File: config.mk
export PLATFORM = sky130hd
export DESIGN_NAME = alu_result_stage_flat
export DESIGN_NICKNAME = d
export VERILOG_FILES = /design/src/rtl/alu_result_stage_if.sv /design/src/rtl/alu_result_stage.sv /design/src/flat_wrapper.sv
export SDC_FILE = /design/constraint.sdc
export NUM_CORES = 1
export LEC_CHECK = 0
export ABC_CLOCK_PERIOD_IN_PS = 1600
export CAP_MARGIN = 20
export CORE_UTILIZATION = 30
export CTS_BUF_LIST = sky130_fd_sc_hd__clkbuf_16
export CTS_CLUSTER_DIAMETER = 120
export CTS_CLUSTER_SIZE = 25
export DETAILED_ROUTE_END_ITERATION = 12
export PLACE_DENSITY_LB_ADDON = 0.25
export SETUP_SLACK_MARGIN = 0.15
export SYNTH_ARGS = -nofsm -noshare
export SYNTH_HDL_FRONTEND = slang
export SYNTH_SLANG_ARGS = --single-unit
File: constraint.sdc
create_clock -name clk -period 1.6 [get_ports clk]
set_input_delay 0.32 -clock clk [delete_from_list [all_inputs] [get_ports clk]]
set_output_delay 0.32 -clock clk [all_outputs]
set_load 0.1 [all_outputs]
File: src/rtl/alu_result_stage_if.sv
// Handshake bundle between the ALU, the result stage and its consumer.
// out_par is present only when ALU_RES_PARITY_EN is defined.
interface alu_result_stage_if #(
  parameter int N = 4
);
  logic         in_valid;
  logic         in_ready;
  logic [N-1:0] in_y;
  logic         in_carry;
  logic [2:0]   in_mode;
  logic         out_valid;
  logic         out_ready;
  logic [N-1:0] out_y;
  logic         out_carry;
  logic         out_zero;
  logic         out_neg;
  logic [2:0]   out_mode;
`ifdef ALU_RES_PARITY_EN
  logic         out_par;
`endif

  // Environment side: drives the ALU result and the consumer ready.
  modport master (
    output in_valid, in_y, in_carry, in_mode, out_ready,
    input  in_ready, out_valid, out_y, out_carry, out_zero, out_neg,
`ifdef ALU_RES_PARITY_EN
    input  out_par,
`endif
    input  out_mode
  );

  // Result stage side.
  modport slave (
    input  in_valid, in_y, in_carry, in_mode, out_ready,
    output in_ready, out_valid, out_y, out_carry, out_zero, out_neg,
`ifdef ALU_RES_PARITY_EN
    output out_par,
`endif
    output out_mode
  );
endinterface

File: src/rtl/alu_result_stage.sv
// Registered ALU output stage: 2-entry skid buffer, capture-time flags, saturating delivery counter.
// Optional even-parity flag out_par is enabled by defining ALU_RES_PARITY_EN.
module alu_result_stage #(
  parameter int N     = 4,
  parameter int CNT_W = 8
) (
  input  logic                 clk,
  input  logic                 rst_n,
  alu_result_stage_if.slave    bus,
  input  logic                 count_clr,
  output logic [CNT_W-1:0]     res_count
);

  typedef struct packed {
    logic [N-1:0] y;
    logic         carry;
    logic [2:0]   mode;
    logic         zero;
    logic         neg;
`ifdef ALU_RES_PARITY_EN
    logic         par;
`endif
  } entry_t;

  typedef enum logic [1:0] {
    ST_EMPTY = 2'd0,
    ST_ONE   = 2'd1,
    ST_FULL  = 2'd2
  } state_t;

  localparam int         ENTRY_W   = $bits(entry_t);
  localparam entry_t     ENTRY_RST = entry_t'({ENTRY_W{1'b0}});
  localparam logic [CNT_W-1:0] CNT_ZERO = {CNT_W{1'b0}};
  localparam logic [CNT_W-1:0] CNT_ONE  = {{(CNT_W-1){1'b0}}, 1'b1};
  localparam logic [CNT_W-1:0] CNT_MAX  = {CNT_W{1'b1}};

`ifdef ALU_RES_PARITY_EN
  function automatic logic even_parity(input logic [N-1:0] v);
    return ^v;
  endfunction
`endif

  // Flags are fixed here, at capture, and travel with the entry afterwards.
  function automatic entry_t capture(input logic [N-1:0] y,
                                     input logic         carry,
                                     input logic [2:0]   mode);
    entry_t e;
    e.y     = y;
    e.carry = carry;
    e.mode  = mode;
    e.zero  = (y == {N{1'b0}});
    e.neg   = y[N-1];
`ifdef ALU_RES_PARITY_EN
    e.par   = even_parity(y);
`endif
    return e;
  endfunction

  state_t           state_q, state_d;
  entry_t           o_q, o_d;
  entry_t           s_q, s_d;
  logic             in_ready_q, in_ready_d;
  logic             out_valid_q, out_valid_d;
  logic [CNT_W-1:0] cnt_q, cnt_d;
  logic             in_fire_s;
  logic             out_fire_s;
  entry_t           in_entry_s;

  assign in_fire_s  = bus.in_valid & in_ready_q;
  assign out_fire_s = out_valid_q & bus.out_ready;
  assign in_entry_s = capture(bus.in_y, bus.in_carry, bus.in_mode);

  // Skid-buffer occupancy FSM: routes new data to O or S and refills O from S.
  always_comb begin
    state_d = state_q;
    o_d     = o_q;
    s_d     = s_q;
    case (state_q)
      ST_EMPTY: begin
        if (in_fire_s) begin
          o_d     = in_entry_s;
          state_d = ST_ONE;
        end else begin
          state_d = ST_EMPTY;
        end
      end
      ST_ONE: begin
        case ({in_fire_s, out_fire_s})
          2'b01: state_d = ST_EMPTY;
          2'b10: begin
            s_d     = in_entry_s;
            state_d = ST_FULL;
          end
          2'b11: begin
            o_d     = in_entry_s;
            state_d = ST_ONE;
          end
          default: state_d = ST_ONE;
        endcase
      end
      ST_FULL: begin
        // in_ready is low here, so only the drain of S into O can happen.
        if (out_fire_s) begin
          o_d     = s_q;
          state_d = ST_ONE;
        end else begin
          state_d = ST_FULL;
        end
      end
      default: begin
        state_d = ST_EMPTY;
      end
    endcase
    in_ready_d  = (state_d != ST_FULL);
    out_valid_d = (state_d != ST_EMPTY);
  end

  // Delivered-result counter; clear has priority over a simultaneous delivery.
  always_comb begin
    cnt_d = cnt_q;
    if (count_clr) begin
      cnt_d = CNT_ZERO;
    end else if (out_fire_s && (cnt_q != CNT_MAX)) begin
      cnt_d = cnt_q + CNT_ONE;
    end else begin
      cnt_d = cnt_q;
    end
  end

  // State, data and handshake registers; reset discards both entries.
  always_ff @(posedge clk or negedge rst_n) begin
    if (!rst_n) begin
      state_q     <= ST_EMPTY;
      o_q         <= ENTRY_RST;
      s_q         <= ENTRY_RST;
      in_ready_q  <= 1'b0;
      out_valid_q <= 1'b0;
      cnt_q       <= CNT_ZERO;
    end else begin
      state_q     <= state_d;
      o_q         <= o_d;
      s_q         <= s_d;
      in_ready_q  <= in_ready_d;
      out_valid_q <= out_valid_d;
      cnt_q       <= cnt_d;
    end
  end

  assign bus.in_ready  = in_ready_q;
  assign bus.out_valid = out_valid_q;
  assign bus.out_y     = o_q.y;
  assign bus.out_carry = o_q.carry;
  assign bus.out_mode  = o_q.mode;
  assign bus.out_zero  = o_q.zero;
  assign bus.out_neg   = o_q.neg;
`ifdef ALU_RES_PARITY_EN
  assign bus.out_par   = o_q.par;
`endif
  assign res_count     = cnt_q;

endmodule

File: src/flat_wrapper.sv
// flat-port wrapper written by rule: the top's interface ports become plain ports
module alu_result_stage_flat 
#(
  parameter int N     = 4,
  parameter int CNT_W = 8
)
  (clk, rst_n, count_clr, res_count, bus_in_valid, bus_in_y, bus_in_carry, bus_in_mode, bus_out_ready, bus_in_ready, bus_out_valid, bus_out_y, bus_out_carry, bus_out_zero, bus_out_neg, bus_out_mode);
  alu_result_stage_if #(.N(N)) bus_i ();
  input  logic clk;
  input  logic rst_n;
  input  logic count_clr;
  output logic [CNT_W-1:0] res_count;
  input wire logic [$bits(bus_i.in_valid)-1:0] bus_in_valid;
  input wire logic [$bits(bus_i.in_y)-1:0] bus_in_y;
  input wire logic [$bits(bus_i.in_carry)-1:0] bus_in_carry;
  input wire logic [$bits(bus_i.in_mode)-1:0] bus_in_mode;
  input wire logic [$bits(bus_i.out_ready)-1:0] bus_out_ready;
  output wire logic [$bits(bus_i.in_ready)-1:0] bus_in_ready;
  output wire logic [$bits(bus_i.out_valid)-1:0] bus_out_valid;
  output wire logic [$bits(bus_i.out_y)-1:0] bus_out_y;
  output wire logic [$bits(bus_i.out_carry)-1:0] bus_out_carry;
  output wire logic [$bits(bus_i.out_zero)-1:0] bus_out_zero;
  output wire logic [$bits(bus_i.out_neg)-1:0] bus_out_neg;
  output wire logic [$bits(bus_i.out_mode)-1:0] bus_out_mode;
  assign bus_i.in_valid = bus_in_valid;
  assign bus_i.in_y = bus_in_y;
  assign bus_i.in_carry = bus_in_carry;
  assign bus_i.in_mode = bus_in_mode;
  assign bus_i.out_ready = bus_out_ready;
  assign bus_in_ready = bus_i.in_ready;
  assign bus_out_valid = bus_i.out_valid;
  assign bus_out_y = bus_i.out_y;
  assign bus_out_carry = bus_i.out_carry;
  assign bus_out_zero = bus_i.out_zero;
  assign bus_out_neg = bus_i.out_neg;
  assign bus_out_mode = bus_i.out_mode;
  alu_result_stage #(.N(N), .CNT_W(CNT_W)) u_core (.clk(clk), .rst_n(rst_n), .bus(bus_i), .count_clr(count_clr), .res_count(res_count));
endmodule
# Yosys cells after proc, flatten, opt, wreduce, memory -nomap -nowiden
# Cells that the tools add are included.
# op_classes
muxes	10
eq_ne	10
add_sub_neg	1
reduce_logical	8
bitwise	2
# ops
op	n
10-bit 2-to-1 mux	3
10-bit case mux with 3 select lines	1
8-bit 2-to-1 mux	2
8-bit by 1-bit adder with 8-bit output, second input constant	1
8-bit inequality test, second input constant	1
2-bit == test, second input constant	3
2-bit case mux with 3 select lines	1
2-bit by 1-bit == test with 1-bit output, second input constant	2
4-bit logical NOT	1
2-bit by 1-bit inequality test with 1-bit output, second input constant	2
2-bit inequality test, second input constant	2
2-bit case mux with 2 select lines	1
4-bit AND reduction	1
2-bit nonzero test	2
3-bit nonzero test	1
1-bit bitwise AND	2
2-bit logical NOT	1
2-bit 2-to-1 mux	1
2-bit AND reduction	1
1-bit logical AND	1
1-bit 2-to-1 mux	1
# totals
inputBits	13
out_inout_bits	20
regBits	32

# Logic depth before layout (Yosys ltp)
# Gate-level depths: netlist of the first run.
# depth
depth_word	5
mapped_depth	7

# Worst setup path before layout of the first run
# OpenSTA, ideal clock, no wires.
# synth_timing
path_type	reg-to-reg
from	register u_core.cnt_q[0], in the netlist u_core.res_count[0]
to	register u_core.cnt_q[1], in the netlist u_core.res_count[1]
setup_slack_ps	-485
stages_incl_launch_ff	6
path_buffers	0
period_less_slack_ps	2085
setup_ps	123
arrival_time_ps	1962
cell_sequence	dfrtp_1 > ha_1 > nand3_1 > o21ai_0 > mux2i_1 > nor2_1
# synth_between
elab_chain_cells	3
word_cells_on_any_way	6
classes_between	1 x add/sub; 1 x eq/ne; 2 x mux; 2 x reduce/logical
# synth_rtl
element	line_no	rtl
start, declared	alu_result_stage.sv:64	logic [CNT_W-1:0] cnt_q, cnt_d;
start signal, assigned	alu_result_stage.sv:145	cnt_q <= cnt_d;
8-bit by 1-bit adder with 8-bit output / 8-bit inequality test (equally long branches)	alu_result_stage.sv:124, alu_result_stage.sv:123	
8-bit 2-to-1 mux / 1-bit logical AND (equally long branches)	alu_result_stage.sv:123	end else if (out_fire_s && (cnt_q != CNT_MAX)) begin
8-bit 2-to-1 mux / 2-bit nonzero test (equally long branches)	n/a	
# Parallel ways exist; a longest one is shown, timed or not. The select of a mux whose other input is x is not followed.
# A chain may end at the register's enable or synchronous reset.

# Final worst setup path of the first run
# layout_timing
from	input port bus_in_valid
to	register u_core.s_q[7] in the netlist's numbering
# layout_between
elab_chain_cells	3
# layout_rtl
element	line_no	rtl
start, declared	flat_wrapper.sv:13	input wire logic [$bits(bus_i.in_valid)-1:0] bus_in_valid;
1-bit bitwise AND	alu_result_stage.sv:69	assign in_fire_s = bus.in_valid & in_ready_q;
2-bit == test	alu_result_stage.sv:88	case ({in_fire_s, out_fire_s})
2-bit AND reduction (no line)	n/a	
end signal, assigned	alu_result_stage.sv:135	s_q <= ENTRY_RST;
end signal, assigned	alu_result_stage.sv:142	s_q <= s_d;
end, declared	alu_result_stage.sv:61	entry_t s_q, s_d;
# No other way between the ends.

==> impl_metrics.env, run 1 <==
export IMPL_grt_setup_unrepaired="true"
export IMPL_clk_latency_ns=0.27
export IMPL_final_antenna_net_count=0
export IMPL_die_w_um=70.5
export IMPL_synthCells=131
export IMPL_slew_violations=0
export IMPL_drtPass1Iterations=8
export IMPL_hp_class="in -> async"
export IMPL_ioPinCount=33
export IMPL_cts_num_sinks=30
export IMPL_critPathKind="in -> reg"
export IMPL_fin_skew_ns=0.00405
export IMPL_drc=6
export IMPL_ctsLongestPathBuffers=2
export IMPL_r2r_end="u_core.bus.out_zero"
export IMPL_instances_no_fill=239
export IMPL_rrSetupSlack_ns=0.12
export IMPL_critPathMaxStageDelay_ns=0.46
export IMPL_yosys_cell_types_count=35
export IMPL_ys_async_sr_fraction_pct=100
export IMPL_yosys_most_used_dff="dfrtp_1"
export IMPL_synth_area_per_cell_um2=10.7
export IMPL_die_y_um=70.5
export IMPL_synth_nets=146
export IMPL_placed_cells=220
export IMPL_regToRegStartpoint="u_core.bus.out_valid"
export IMPL_leakage_nw=1.06
export IMPL_cp_slowest_cell="clkdlybuf4s50_1"
export IMPL_crit_chain="clkdlybuf4s50_1 -> and2_4 -> and3_4 -> clkbuf_16 -> mux2_2"
export IMPL_violations="DRC"
export IMPL_vias_per_cell=5.05
export IMPL_hold_ws_ns=0.450
export IMPL_ys_ff_latch=30
export IMPL_clockRootBuffer="clkbuf_16"
export IMPL_syn_to_final_growth_pct=77.8
export IMPL_syn_cell_area_mm2=0.00141
export IMPL_period_minus_slack_ns=1.49
export IMPL_outcome="complete, but fails checks"
export IMPL_antenna_found_initial=0
export IMPL_diodes=0
export IMPL_fp_row_count=24
export IMPL_wl_per_cell_um=14.7
export IMPL_cts_htree_levels=2
export IMPL_grt_pass1_vias=1223
export IMPL_final_layout_size_suffix_gt1_share_pct=53.5
export IMPL_setup_slack_ns=0.109
export IMPL_setup_viol=0
export IMPL_path_max_fanout=5
export IMPL_cts_made_buffers=5
export IMPL_final_cell_mix="21 x buf_12, 19 x dfrtp_1, 17 x buf_4, 13 x inv_1, 11 x clkdlybuf4s50_1"
export IMPL_r2r_cells=7
export IMPL_grt_start_max_net_pins=31
export IMPL_synth_warnings=0
export IMPL_start_util_pct=31.6
export IMPL_grt_overflow=0
export IMPL_critPathLaunchType="input port"
export IMPL_core_area_mm2=0.00444
export IMPL_track_usage_pct=14.6
export IMPL_place_congestion=0.791
export IMPL_place_area_mm2=0.00212
export IMPL_totalWireLength_mm=3.52
export IMPL_post_route_period_util_pct=93.2
export IMPL_power_mw=5.45
export IMPL_place_ws_ns=-0.215
export IMPL_worst_pin_slew_ns=0.498
export IMPL_maxSlewHeadroom_pct=66.5
export IMPL_seq_area_frac_synth_pct=53.4
export IMPL_vias=1206
export IMPL_portBuffers=32
export IMPL_p_per_area_mw_per_mm2=2180
export IMPL_drv_cap=0
export IMPL_synth_edf_count=0
export IMPL_endpoint_kind="flop"
export IMPL_grt_pass1_wl_mm=5.57
export IMPL_critPathRequiredTime_ns=1.75
export IMPL_cts_tree="built"
export IMPL_crit_arrival_ns=1.64
export IMPL_drt_iter0_drc=87
export IMPL_dp_hpwl_mm=2.31
export IMPL_final_common_cell="buf_12"
export IMPL_fmax_ghz=0.671
export IMPL_dieArea_mm2=0.00497
export IMPL_clk_transition_reported_paths_ns=0.05
export IMPL_final_area_mm2=0.00250
export IMPL_final_net_count=201
export IMPL_hold_viol=0
export IMPL_vdd_drop_max_mv=1.81
worst max path at each step:
stage                          from                   to  depth (start not counted)
2_1_floorplan   u_core.bus.in_ready   u_core.bus.out_neg                          7
3_3_place_gp          bus_out_ready  u_core.bus.out_y[2]                          8
3_5_place_dp          bus_out_ready  u_core.bus.out_zero                          8
4_1_cts         u_core.res_count[0]  u_core.res_count[5]                          5
5_1_grt        u_core.bus.out_valid  u_core.bus.out_zero                          7
6_report               bus_in_valid        u_core.s_q[7]                          5
per-stage QoR:
step / util, % / setup TNS [ns]
finish: 56.3 / 0
global route: 56.3 / 0
CTS: 52.3 / 0
detailed placement: 47.7 / -3.30
global placement: 47.7 / -2.79
floorplan: - / -2.54
worst max-delay path: cells and delay by family:
kind,cells,cell delay (ns)
buf+inv,2,0.61
simple gates,2,0.40
mux,1,0.32
flip-flops by register name (all words and copies together) (netlist names):
name,cells
u_core.bus.out_carry,1
u_core.state_q,2
u_core.bus.out_mode,3
u_core.bus.out_valid,1
u_core.bus.out_zero,1
u_core.res_count,8
u_core.bus.out_neg,1
u_core.bus.out_y,3
u_core.s_q,9
u_core.bus.in_ready,1
cell type report:
| class | instances | area (um^2) |
|---|---|---|
| clock inverter | 3 | 11.3 |
| fill | 380 | 1940 |
| clock buffer | 5 | 125 |
| timing repair buffer | 53 | 714 |
| sequential | 30 | 785 |
| inverter | 12 | 50.0 |
| multi-input combinational | 84 | 749 |
| tap | 52 | 65.1 |
logic make-up after synthesis:
logic type	synth area share (%)
AND/OR/NAND/NOR	13.7
buffers and inverters	7.21
adder cells (fa/ha/maj)	1.78
XOR/XNOR	1.25
multiplexers	7.92
AO/OA/AOI/OAI	14.8
flip-flops	53.4
Yosys cell counts (3+ instances only):
library cell  instances  area (um^2)
inv_1                11         41.3
o21ai_0               4         20.0
nor2_1                9         33.8
o22ai_1              10         62.6
dfrtp_1              30          751
and3_1                3         18.8
a21oi_1              15         75.1
nand2_1               4         15.0
mux2_2                9          101
nor3_1                4         20.0
where the power goes:
part / total, mW / internal, mW / switching, mW
Combinational: 3.23 / 1.36 / 1.87
Sequential: 1.37 / 1.08 / 0.293
Clock: 0.850 / 0.556 / 0.294
Total: 5.45 / 2.99 / 2.45
repair_timing:
action,4_1_cts,5_1_grt
setup buffers,4,5
endpoints found under the hold margin,0,0
gates cloned,1,1
resized for setup,7,26
hold buffers,0,0
endpoints found under the setup margin,19,21
pin swaps,3,7
layer usage:
| metal | GRT usage, % | part of all wire, % | vias to the layer above |
|---|---|---|---|
| met5 | 0 | 0 | - |
| met4 | 5.44 | 1.4 | 0 |
| met3 | 5.34 | 5.1 | 5 |
| met2 | 25.8 | 53 | 29 |
| met1 | 16.0 | 41 | 596 |
| li1 | - | - | 576 |
Power figures use the tool's default switching activity.
==> inputs of run 2 (changes only) <==
SETUP_SLACK_MARGIN = 0.3   (was 0.15)
SLEW_MARGIN = 20   (was unset)
==> run 2 against run 1 <==
Effect of this change: the flow still finishes with violations (DRC); cell area rose by 5.8%; clock skew is 0.0022 ns higher; total power up 4.5%; sequential power is essentially flat; combinational power up 6.8%; via count is 1.6% higher; utilization increased by 3.3 points.
==> impl_metrics.env, run 2 (synthesized netlist as in run 1, its figures left out) <==
export IMPL_outcome="complete, but fails checks"
export IMPL_violations="DRC"
export IMPL_path_max_fanout=5
export IMPL_final_cell_mix="22 x buf_12, 18 x dfrtp_1, 15 x buf_4, 12 x inv_1, 12 x a21oi_2"
export IMPL_die_y_um=70.5
export IMPL_drc=10
export IMPL_vias=1225
export IMPL_cts_num_sinks=30
export IMPL_grt_pass1_vias=1323
export IMPL_path_buf_inv=2
export IMPL_post_route_period_util_pct=91.6
export IMPL_clk_latency_ns=0.27
export IMPL_cp_slowest_cell="dfrtp_4"
export IMPL_place_ws_ns=-0.179
export IMPL_worst_pin_slew_ns=0.530
export IMPL_drt_iter0_drc=41
export IMPL_clk_transition_reported_paths_ns=0.05
export IMPL_portBuffers=32
export IMPL_ctsLongestPathBuffers=2
export IMPL_critPathMaxStageDelay_ns=0.48
export IMPL_totalWireLength_mm=3.75
export IMPL_antenna_found_initial=0
export IMPL_largest_reg_flops=9
export IMPL_vias_per_cell=5.00
export IMPL_setup_viol=0
export IMPL_period_minus_slack_ns=1.46
export IMPL_final_layout_size_suffix_gt1_share_pct=60.6
export IMPL_fmax_ghz=0.683
export IMPL_critPathLaunchType="flop"
export IMPL_clockRootBuffer="clkbuf_16"
export IMPL_final_util_pct=59.5
export IMPL_instances_no_fill=245
export IMPL_dp_hpwl_mm=2.30
export IMPL_final_common_cell="buf_12"
export IMPL_power_mw=5.70
export IMPL_place_congestion=0.809
export IMPL_placed_cells=221
export IMPL_cts_made_buffers=5
export IMPL_place_area_mm2=0.00214
export IMPL_cts_tree="built"
export IMPL_diodes=0
export IMPL_path_delay_family="flip-flops"
export IMPL_p_per_area_mw_per_mm2=2150
export IMPL_vdd_drop_max_mv=1.31
export IMPL_ctsHoldBuffers=0
export IMPL_drv_cap=0
export IMPL_final_area_mm2=0.00265
export IMPL_hp_class="in -> async"
export IMPL_dieArea_mm2=0.00497
export IMPL_critPathRequiredTime_ns=1.80
export IMPL_cts_htree_levels=2
export IMPL_grt_start_max_net_pins=31
export IMPL_grt_setup_unrepaired="true"
export IMPL_track_usage_pct=16.1
export IMPL_fp_row_count=24
export IMPL_crit_arrival_ns=1.66
export IMPL_core_area_mm2=0.00444
export IMPL_endpoint_kind="flop"
export IMPL_start_util_pct=31.6
export IMPL_critPathKind="reg -> reg"
export IMPL_ioPinCount=33
export IMPL_setup_slack_ns=0.135
export IMPL_syn_to_final_growth_pct=88.1
export IMPL_grt_overflow=0
export IMPL_fin_skew_ns=0.00628
export IMPL_slew_violations=0
export IMPL_wl_per_cell_um=15.3
export IMPL_crit_chain="nand2_4 -> clkinv_4 -> ha_4 -> a22oi_4 -> buf_6 -> o22ai_2 -> a21oi_2"
export IMPL_maxSlewHeadroom_pct=64.3
export IMPL_final_antenna_net_count=0
export IMPL_drtPass1Iterations=8
export IMPL_die_w_um=70.5
export IMPL_grt_pass1_wl_mm=6.20
export IMPL_top_register="u_core.s_q"
export IMPL_leakage_nw=1.13
export IMPL_final_net_count=207
export IMPL_hold_viol=0
[run 2: cell count changes in the layout (fill, tap and decap cells not counted), sizes merged]
cell,change
dlygate4sd2,+1
clkdlybuf4s50,-1
inv,-1
clkbuf,-1
clkinv,+1
buf,+7
[run 2: worst register-to-register path, delay by kind of cell (launching register included)]
family          cells  cell delay (ns)
compound gates      3             0.44
fa+ha+maj           1             0.16
buf+inv             2             0.22
flops               1             0.48
simple gates        1             0.09
[run 2: final timing paths]
check / slack (ns) / to / cells past startpoint / start
worst max-delay path: 0.14 / u_core.bus.out_zero / 7 / u_core.bus.out_valid
worst min-delay path: 0.44 / u_core.res_count[0] / 2 / rst_n
worst max register to register: 0.14 / u_core.bus.out_zero / 7 / u_core.bus.out_valid
worst min register to register: 0.52 / u_core.s_q[3] / 1 / u_core.s_q[3]
max in group asynchronous: 0.83 / u_core.res_count[4] / 2 / rst_n
min in group clk: 0.52 / u_core.s_q[3] / 1 / u_core.s_q[3]
[run 2: layout make-up]
class	count	area, um^2
Fill cell	361	1800
Multi-Input combinational cell	84	801
Timing Repair Buffer	59	800
Sequential cell	30	791
Clock buffer	5	125
Tap cell	52	65.1
Inverter	12	50.0
Clock inverter	3	13.8
[run 2: per-layer routing]
layer	global-route usage [%]	vias up	part of all wire, %
li1	-	586	-
met1	18.5	605	41
met2	28.7	29	55
met3	4.04	5	3.9
met4	5.67	0	0.67
met5	0	-	0
[run 2: where the power goes]
part | switching [mW] | internal, mW
clock network | 0.303 | 0.562
registers | 0.291 | 1.09
logic | 1.93 | 1.52
[run 2: timing repair]
action                                  in CTS  in global routing
resized for setup                           29                 25
endpoints found under the setup margin      25                 33
buffers inserted                            13                  1
pin swaps                                   15                 10
gates cloned                                 2                  0
[run 2: metrics by stage]
stage          hold WS, ns  setup TNS, ns
2_1_floorplan       0.0244          -2.48
3_3_place_gp         0.489          -2.95
3_5_place_dp         0.497          -3.20
4_1_cts              0.467              0
5_1_grt              0.509              0
6_report             0.443              0
==> patch (settings of run 1) <==
Encoding of `state_t`: now one-hot (3 bits for 3 states).
--- a/src/rtl/alu_result_stage.sv
+++ b/src/rtl/alu_result_stage.sv
@@ -22,10 +22,10 @@
 `endif
   } entry_t;
 
-  typedef enum logic [1:0] {
-    ST_EMPTY = 2'd0,
-    ST_ONE   = 2'd1,
-    ST_FULL  = 2'd2
+  typedef enum logic [2:0] {
+    ST_EMPTY = 3'b001,
+    ST_ONE   = 3'b010,
+    ST_FULL  = 3'b100
   } state_t;
 
   localparam int         ENTRY_W   = $bits(entry_t);
Formal check against the unedited RTL: same outputs for any inputs over 10 cycles, from zero or initial values and one cycle with rst_n low; not proved beyond that.
==> patch against run 1 <==
Routed wire length up 8.8%; highest routed layer unchanged; clock skew fell by 0.0023 ns; area after synthesis grew 9.0%; via count is 3.1% higher; utilization increased by 3.0 points; die area is 8.7% higher; worst setup slack lost 0.18 ns; total power up 5.2%; largest power group unchanged; sequential cell count rose by 1; the run ends with setup timing left; final area increased by 14%.
==> patch: results (changes against run 1) <==
GRT
  – GR met1 Demand/Resource: 20.1% (was 16.0%)
  – First-pass GRT wire length: 6380 µm (was 5570 µm)
  – Vias in the first global route: 1321 (was 1223)

Clock tree
  – Postcts setup bufs: 3 (was 4)

Critical path
  – CP max stage delay: 0.42 ns (was 0.46 ns)
  – Slowest stage cell, crit path: dfrtp_4 (was clkdlybuf4s50_1)
  – Worst r2r path cells: 5 (was 7)
  – CP delay by family, top: simple AND/OR/NAND/NOR gates (was buffers and inverters)

Synthesis
  – Synth top cells by count: dfrtp_1, mux2_2, a21oi_1, nor2_1 (was dfrtp_1, a21oi_1, inv_1, o22ai_1)
  – Post-Synthesis Cells: 127 (was 131)
  – Sequential-to-total area share from yosys stat: 50.7% (was 53.4%)
  – Mapped Nets: 145 (was 146)

STA
  – Worst slew margin: 70.7% (was 66.5%)
  – Final setup viols: 18 (was 0)
  – Clk_skew: 0.00171 ns (was 0.00405 ns)
  – Worst setup margin: -0.0745 ns (was 0.109 ns)

Pwr
  – Sequential power share: 24.0% (was 25.2%)

Outcome
  – Status: finished with violations (unchanged)
  – Failing checks: setup timing (was DRC)

Final layout
  – Buffers outside the clock class: 57 (was 53)
  – Sequential cell area: 812 µm² (was 785 µm²)
  – Multi-input combinational cell count: 86 (was 84)
  – Non-clock buffer share: 27.6% (was 28.6%)
  – Clock-cell share of area: 5.74% (was 5.46%)

Detailed routing
  – TritonRoute pass-1 iters: 4 (was 8)

Place
  – HPWL after DPL: 2360 µm (was 2310 µm)
patch: per-stage QoR:
| step | total power [mW] | hold WS, ns | setup WS [ns] |
|---|---|---|---|
| CTS | 5.61 | 0.407 | -0.0991 |
| floorplan | 3.05 | 0.0244 | -0.146 |
| finish | 5.74 | 0.401 | -0.0745 |
| global route | 5.97 | 0.439 | -0.109 |
| global placement | 4.14 | 0.484 | -0.393 |
| detailed placement | 4.19 | 0.493 | -0.396 |
patch: per-layer routing:
| layer | wire length [µm] | vias to the layer above |
|---|---|---|
| li1 | - | 582 |
| met1 | 1650 | 624 |
| met2 | 1910 | 31 |
| met3 | 205 | 6 |
| met4 | 56 | 0 |
| met5 | 0 | - |
patch: cell families (layout without fill, tap and decap cells):
family                     count (synthesis)  in the layout  share of synthesized area, %
AOI/OAI and AO/OA                         16             16                          7.18
xor gates and xnor gates                   2              2                          1.14
adders and majority gates                  5              5                          4.08
buffers and inverters                     10             72                          2.77
DFF                                       31             31                          50.7
muxes                                     29             29                          21.1
and+or+nand+nor                           34             34                          13.0
